$ cat config.mk
export PLATFORM = sky130hd
export DESIGN_NAME = booth_mult_seq
export DESIGN_NICKNAME = d
export VERILOG_FILES = /design/src/rtl/booth_pkg.sv /design/src/rtl/booth_ctrl_fsm.sv /design/src/rtl/booth_mult_seq.sv
export SDC_FILE = /design/constraint.sdc
export NUM_CORES = 1
export LEC_CHECK = 0
export CAP_MARGIN = 10
export CORE_ASPECT_RATIO = 0.9
export CORE_MARGIN = 5
export CORE_UTILIZATION = 56
export CTS_BUF_LIST = sky130_fd_sc_hd__clkbuf_16
export DETAILED_ROUTE_END_ITERATION = 12
export PLACE_DENSITY = 0.81
export SYNTH_ARGS = -nofsm -noshare
export SYNTH_HDL_FRONTEND = slang
export SYNTH_SLANG_ARGS = --single-unit
$ cat constraint.sdc
create_clock -name clk -period 2.8 [get_ports clk]
set_input_delay 0.56 -clock clk [delete_from_list [all_inputs] [get_ports clk]]
set_output_delay 0.56 -clock clk [all_outputs]
set_load 0.02 [all_outputs]
$ cat src/rtl/booth_pkg.sv
// rtl/booth_pkg.sv - shared state encoding and Booth pair codes for booth_mult_seq
package booth_pkg;

  typedef enum logic [2:0] {
    ST_IDLE  = 3'd0,
    ST_LOAD  = 3'd1,
    ST_ARITH = 3'd2,
    ST_SHIFT = 3'd3,
    ST_DONE  = 3'd4
  } booth_state_t;

  // {Q[0], q_1} values that call for an add or a subtract of M
  localparam logic [1:0] PAIR_ADD = 2'b01;
  localparam logic [1:0] PAIR_SUB = 2'b10;

endpackage

$ cat src/rtl/booth_ctrl_fsm.sv
// rtl/booth_ctrl_fsm.sv - control FSM and iteration counter for the radix-2 Booth multiplier
module booth_ctrl_fsm
  import booth_pkg::*;
#(
  parameter int WIDTH = 8,
  parameter int CNT_W = $clog2(WIDTH + 1)
) (
  input  logic clk,
  input  logic rst_n,
  input  logic start,
  input  logic q_0,
  input  logic q_1,
  output logic load,
  output logic add,
  output logic sub,
  output logic shift,
  output logic decr,
  output logic done,
  output logic busy,
  output logic last_shift
);

  localparam logic [CNT_W-1:0] CNT_INIT = CNT_W'(WIDTH);
  localparam logic [CNT_W-1:0] CNT_ONE  = CNT_W'(1);

  booth_state_t     state_q;
  booth_state_t     state_d;
  logic [CNT_W-1:0] count_q;

  // State register; reset discards any in-flight operation
  always_ff @(posedge clk or negedge rst_n) begin
    if (!rst_n) begin
      state_q <= ST_IDLE;
    end else begin
      state_q <= state_d;
    end
  end

  // Iteration counter: loaded with WIDTH, stepped down once per shift
  always_ff @(posedge clk or negedge rst_n) begin
    if (!rst_n) begin
      count_q <= '0;
    end else if (load) begin
      count_q <= CNT_INIT;
    end else if (decr) begin
      count_q <= count_q - CNT_ONE;
    end
  end

  // Next-state logic; start only matters in IDLE, and every operation takes the same path length
  always_comb begin
    state_d = state_q;
    case (state_q)
      ST_IDLE:  if (start) state_d = ST_LOAD;
      ST_LOAD:  state_d = ST_ARITH;
      ST_ARITH: state_d = ST_SHIFT;
      ST_SHIFT: state_d = (count_q == CNT_ONE) ? ST_DONE : ST_ARITH;
      ST_DONE:  state_d = ST_IDLE;
      default:  state_d = ST_IDLE;
    endcase
  end

  // Moore decode of the strobes from state and the current Booth pair
  always_comb begin
    load       = 1'b0;
    add        = 1'b0;
    sub        = 1'b0;
    shift      = 1'b0;
    decr       = 1'b0;
    done       = 1'b0;
    busy       = (state_q != ST_IDLE);
    last_shift = 1'b0;
    case (state_q)
      ST_LOAD:  load = 1'b1;
      ST_ARITH: begin
        add = ({q_0, q_1} == PAIR_ADD);
        sub = ({q_0, q_1} == PAIR_SUB);
      end
      ST_SHIFT: begin
        shift      = 1'b1;
        decr       = 1'b1;
        last_shift = (count_q == CNT_ONE);
      end
      ST_DONE:  done = 1'b1;
      default:  ;
    endcase
  end

endmodule

$ cat src/rtl/booth_mult_seq.sv
// rtl/booth_mult_seq.sv - sequential radix-2 Booth multiplier with start/busy/done handshake
module booth_mult_seq
  import booth_pkg::*;
#(
  parameter int WIDTH = 8
) (
  input  logic                 clk,
  input  logic                 rst_n,
  input  logic                 start,
  input  logic [WIDTH-1:0]     multiplicand,
  input  logic [WIDTH-1:0]     multiplier,
  output logic                 busy,
  output logic                 done,
  output logic [2*WIDTH-1:0]   product,
  output logic                 load,
  output logic                 add,
  output logic                 sub,
  output logic                 shift,
  output logic                 decr
);

  localparam int CNT_W = $clog2(WIDTH + 1);

  // A and M carry one guard bit so that -M is exact for M = -2^(WIDTH-1)
  logic [WIDTH:0]       m_q;
  logic [WIDTH:0]       a_q;
  logic [WIDTH-1:0]     q_opnd;
  logic [WIDTH-1:0]     q_q;
  logic                 q_1_q;
  logic [2*WIDTH-1:0]   product_q;
  logic                 last_shift;
  logic                 accept;

  assign accept  = start && !busy;
  assign product = product_q;

  booth_ctrl_fsm #(
    .WIDTH (WIDTH),
    .CNT_W (CNT_W)
  ) u_ctrl (
    .clk        (clk),
    .rst_n      (rst_n),
    .start      (start),
    .q_0        (q_q[0]),
    .q_1        (q_1_q),
    .load       (load),
    .add        (add),
    .sub        (sub),
    .shift      (shift),
    .decr       (decr),
    .done       (done),
    .busy       (busy),
    .last_shift (last_shift)
  );

  // Operand capture on the accepting edge; inputs may change freely afterwards
  always_ff @(posedge clk or negedge rst_n) begin
    if (!rst_n) begin
      m_q    <= '0;
      q_opnd <= '0;
    end else if (accept) begin
      m_q    <= {multiplicand[WIDTH-1], multiplicand};
      q_opnd <= multiplier;
    end
  end

  // Booth datapath: load, add/subtract M into A, then arithmetic right shift of {A,Q,q_1}
  always_ff @(posedge clk or negedge rst_n) begin
    if (!rst_n) begin
      a_q   <= '0;
      q_q   <= '0;
      q_1_q <= 1'b0;
    end else if (load) begin
      a_q   <= '0;
      q_q   <= q_opnd;
      q_1_q <= 1'b0;
    end else if (add) begin
      a_q <= a_q + m_q;
    end else if (sub) begin
      a_q <= a_q - m_q;
    end else if (shift) begin
      a_q   <= {a_q[WIDTH], a_q[WIDTH:1]};
      q_q   <= {a_q[0], q_q[WIDTH-1:1]};
      q_1_q <= q_q[0];
    end
  end

  // Product captured from the post-shift value on the final shift, so it is valid alongside done;
  // {A_shifted[WIDTH-1:0], Q_shifted} is exactly {A, Q[WIDTH-1:1]} before the shift
  always_ff @(posedge clk or negedge rst_n) begin
    if (!rst_n) begin
      product_q <= '0;
    end else if (last_shift) begin
      product_q <= {a_q, q_q[WIDTH-1:1]};
    end
  end

endmodule

## Word-level counts from Yosys, hierarchy flattened

Cells that the tools add are included.

| word-level totals | value |
|---|---|
| output and inout bits | 23 |
| bits of input ports | 19 |
| logic and storage cells | 53 |
| bits in registers | 57 |

| cells by class | value |
|---|---|
| add/sub/neg operators | 3 |
| equal/unequal tests | 10 |
| muxes and demuxes | 23 |
| reductions and logical operators | 8 |

Operator list:

| cell | count |
|---|---|
| two-way mux 8 bit | 5 |
| two-way mux 9 bit | 3 |
| case mux 3 bit (4 select lines) | 1 |
| two-way mux 1 bit | 10 |
| adder 9 bit | 1 |
| subtractor 9 bit | 1 |
| two-way mux 4 bit | 2 |
| equality test 3 x 2 -> 1 bit (second input constant) | 2 |
| two-way mux 3 bit | 2 |
| != test 2 bit (second input constant) | 3 |
| nonzero test 3 bit | 2 |
| equality test 4 x 1 -> 1 bit (second input constant) | 1 |
| nonzero test 4 bit | 1 |
| subtractor 4 x 1 -> 4 bit (second input constant) | 1 |
| equality test 3 x 1 -> 1 bit (second input constant) | 1 |
| equality test 3 bit (second input constant) | 1 |
| logical NOT 3 bit | 1 |
| AND reduction 3 bit | 1 |
| equality test 2 x 1 -> 1 bit (second input constant) | 1 |
| equality test 2 bit (second input constant) | 1 |
| nonzero test 2 bit | 1 |
| logical AND 1 bit | 1 |
| logical NOT 1 bit | 1 |

## Logic depth before layout (Yosys ltp)

| depth | value |
|---|---|
| depth after elaboration | 6 |
| gate-level depth with buffers | 10 |
| gate-level depth less buffers | 10 |

## Modules after synthesis

A second synthesis with hierarchy kept.

| unflattened totals | value |
|---|---|
| cell total of the unflattened synthesis | 339 |
| area total of the unflattened synthesis | 3,348.2 um2 |

By module, submodules not included:

| module | times used | cells an instance | area each (um2) |
|---|---|---|---|
| booth_mult_seq | 1 | 299 | 2,941.6 |
| booth_ctrl_fsm | 1 | 40 | 406.6 |

## Worst setup path after synthesis

Ideal clock, no wire load.

| timing | value |
|---|---|
| kind | flip-flop to flip-flop |
| start point | register a_q[0] |
| end point | register a_q[8] |
| buffers on the path | 0 |
| cell stages (with the launch flop) | 11 |
| required time | 2.723 ns |
| period minus slack after synthesis | 2.011 ns |
| setup slack | 0.789 ns |
| arrival time | 1.933 ns |
| path through | dfrtp_1 inv_1 ha_1 inv_1 fa_1 a21oi_1 o22ai_1 o41ai_1 xnor2_1 a21oi_1 a21oi_1 |

| on the way | value |
|---|---|
| cells in the longest elaborated chain, start to end | 4 |
| elaborated cells on any way between the ends | 5 |
| classes of those cells | add/sub (2); mux (3) |

RTL lines:

| item | line | text |
|---|---|---|
| start, declared | booth_mult_seq.sv:26 | `logic [WIDTH:0] a_q;` |
| start signal, assigned | booth_mult_seq.sv:78 | `a_q <= a_q + m_q;` |
| start signal, assigned | booth_mult_seq.sv:80 | `a_q <= a_q - m_q;` |
| start signal, assigned | booth_mult_seq.sv:82 | `a_q <= {a_q[WIDTH], a_q[WIDTH:1]};` |
| subtractor 9 bit | booth_mult_seq.sv:80 |  |
| two-way mux 9 bit | booth_mult_seq.sv:79 | `end else if (sub) begin` |
| two-way mux 9 bit (*) | booth_mult_seq.sv:77 | `end else if (add) begin` |
| two-way mux 9 bit (*) | booth_mult_seq.sv:73 | `end else if (load) begin` |

Mark *: on every way between the ends. The rest lies on a longest branch, timed or not. The select of a mux whose other input is x is not followed.
A chain may end at the register's enable or synchronous reset.

## Final worst setup path

| timing | value |
|---|---|
| start point | register u_ctrl.state_q[0] |
| end point | output port add |

| on the way | value |
|---|---|
| cells in the longest elaborated chain, start to end | 2 |

RTL lines:

| item | line | text |
|---|---|---|
| start, declared | booth_ctrl_fsm.sv:26 | `booth_state_t state_q;` |
| start signal, assigned | booth_ctrl_fsm.sv:35 | `state_q <= state_d;` |
| equality test 3 x 2 -> 1 bit | booth_ctrl_fsm.sv:73 | `case (state_q)` |
| two-way mux 1 bit | booth_ctrl_fsm.sv:73 |  |
| end, declared | booth_mult_seq.sv:16 | `output logic add,` |

Every way passes these cells.

==> impl_metrics.env <==
export IMPL_pin_count=42
export IMPL_antenna_found_initial=0
export IMPL_syn_area_um2=3290
export IMPL_crit_required_ps=2240
export IMPL_skew_ps=5.55
export IMPL_dp_hpwl_mm=5.27
export IMPL_chipWidth_um=90.8
export IMPL_power_density_nw_per_um2=1310
export IMPL_setup_viol=0
export IMPL_overflow=0
export IMPL_die_h_um=82.8
export IMPL_synth_area_top_cells="dfrtp_1 (43%), nand2_1 (8.1%), ha_1 (6.8%)"
export IMPL_vias=2705
export IMPL_clkLatencyLatePin_ps=330
export IMPL_h_tree_depth=3
export IMPL_worst_setup_path_start_kind="register"
export IMPL_ys_warn_count=0
export IMPL_initial_core_util_pct=57.8
export IMPL_antennaDiodeCount=0
export IMPL_syn_nets=386
export IMPL_synthDominantCellAreaShare_pct=43.3
export IMPL_report_final_slew_viol_count=0
export IMPL_core_area_um2=5690
export IMPL_cts_buffers_inserted=9
export IMPL_synth_edff_count=0
export IMPL_cts_sinks=57
export IMPL_cts_root_buf="clkbuf_16"
export IMPL_viasPerCell=5.83
export IMPL_synth_cell_type_count=60
export IMPL_design_area_um2=4030
export IMPL_grt_usage_pct=22.6
export IMPL_area_delta_synth_final_pct=22.4
export IMPL_finalCritPeriodShare_pct=95.4
export IMPL_ys_ff_latch=57
export IMPL_drt_antenna_violating_nets=0
export IMPL_crit_fanout=13
export IMPL_port_buffers=41
export IMPL_irDropWorstVdd_uv=731
export IMPL_fin_setup_tns_ps=0
export IMPL_min_period_ps=2670
export IMPL_drc=0
export IMPL_status="finished, final reports clean"
export IMPL_syn_avg_cell_area_um2=9.49
export IMPL_fin_nets=429
export IMPL_crit_type="register to output port"
export IMPL_syn_inst=347
export IMPL_drtPass1Iterations=4
export IMPL_rsz0062_at_grt="false"
export IMPL_grt_pass1_wl_mm=13.5
export IMPL_maxCapViolations=0
export IMPL_wire_per_inst_um=16.9
export IMPL_ys_async_sr_fraction_pct=100
export IMPL_relSlewSlack_pct=56.0
export IMPL_yosysSeqAreaShare_pct=43.3
export IMPL_drive_gt1_share_pct=12.7
export IMPL_hold_class="primary input to asynchronous set/reset pin"
export IMPL_end_kind="output port"
export IMPL_place_area_um2=3740
export IMPL_grt_pass1_vias=2756
export IMPL_rows=26
export IMPL_clk_path_buf_depth=2
export IMPL_synthFlopType="dfrtp_1"
export IMPL_arrival_ps=2110
export IMPL_cts_tree="built"
export IMPL_fmax_mhz=374
export IMPL_tightest_slew_ps=660
export IMPL_routed_wl_mm=7.84
export IMPL_p_leak_nw=1.94
export IMPL_drt_initial_drc_count=122
export IMPL_die_area_um2=7520
export IMPL_hold_viol_final=0
export IMPL_cts_hold_buffers=0
export IMPL_synth_top_area_cell="dfrtp_1"
export IMPL_clk_pin_slew_worst_paths_ps=60
export IMPL_grt_max_degree=32
export IMPL_routabilityCongestion=0.927
-- layout make-up --
cell class / count / area [um2]
repair buffers: 48 / 473
multi-input cells: 249 / 1660
clock inverters: 6 / 60.1
inverters: 25 / 96.3
well taps: 70 / 87.6
flip-flops and latches: 57 / 1430
clock buffers: 9 / 225
fillers: 426 / 1660
-- state kept, by name, indices dropped and copies added, names as in the netlist --
signal,count
q_1_q,1
product,16
q_opnd,8
u_ctrl.state_q,3
u_ctrl.count_q,4
m_q,8
q_q,8
a_q,9
-- path summary, 6_finish.rpt --
kind	from	endpoint	slack [ps]	cells after the start
max in group asynchronous	rst_n	product[15]	1940	2
max	u_ctrl.state_q[0]	add	130	4
min reg2reg	product[7]	product[7]	480	2
min in group clk	product[7]	product[7]	480	2
min	rst_n	q_opnd[2]	260	1
max reg2reg	a_q[0]	a_q[8]	500	10
-- logic make-up (layout without fill, tap and decap cells) --
kind of cell	Yosys count	count (layout)	synth area share [%]
xor+xnor	4	4	1.06
simple gates	128	128	18.7
compound gates	76	76	15.9
mux	21	21	6.84
buf+inv	41	88	6.19
flops	57	57	43.3
fa+ha+maj	20	20	8.05
-- synthesized netlist by cell type (all sizes together), types with 8 or more instances --
master   n
nor2    16
buf     12
nor3     8
mux2    12
nand2   71
inv     25
dfrtp   57
mux2i    9
a21oi   15
ha      18
o21ai   30
nand3    9
-- where the power goes --
part	internal (mW)	total, mW	switching, mW
registers	1.19	1.52	0.329
clock network	0.678	1.07	0.397
logic	1.18	2.67	1.50
total	3.05	5.27	2.22
-- repair_timing --
item	CTS	global route
setup endpoints to repair	0	1
resized for setup	0	1
buffers inserted	0	0
-- layout by cell type (no fill, tap or decap), types with 3 or more instances in the layout --
cell type | Yosys | layout
buf_4 | 3 | 6
clkdlybuf4s50_1 | 0 | 39
nand2_1 | 71 | 71
xnor2_1 | 3 | 3
mux2i_1 | 9 | 9
inv_1 | 23 | 23
nand3_1 | 9 | 9
o41ai_2 | 3 | 3
a21oi_1 | 15 | 15
ha_1 | 18 | 18
nand2b_1 | 4 | 4
dfrtp_1 | 57 | 57
nor3_1 | 8 | 8
mux2_2 | 12 | 12
a211oi_1 | 3 | 3
clkbuf_16 | 0 | 9
nor2_1 | 15 | 15
o211ai_1 | 3 | 3
o21ai_0 | 28 | 28
or3_1 | 3 | 3
-- critical path: stages, from the launching register on --
cell	delay, ps
dfrtp_1	490
nor3b_4	310
nand3b_4	210
inv_4	160
clkdlybuf4s50_1	610
-- metal layers --
layer,up-vias,share of wire (%),GRT usage (%)
met4,0,1.3,6.89
met3,12,5.1,6.34
met2,79,49,38.7
met5,-,0,0
met1,1325,45,28.4
li1,1289,-,-
-- through the flow --
stage / hold slack (ps) / instances / util (%) / setup slack, ps / power [mW]
after floorplan: 264 / 347 / - / 789 / 3.44
after global placement: 463 / 449 / 65.8 / 453 / 4.07
after detailed placement: 464 / 449 / 65.8 / 399 / 4.15
after CTS: 282 / 464 / 70.8 / 43.3 / 5.27
after global routing: 308 / 464 / 70.8 / 16.7 / 5.67
final: 264 / 464 / 70.8 / 128 / 5.27
No activity file was read; power rests on OpenSTA's default activity.
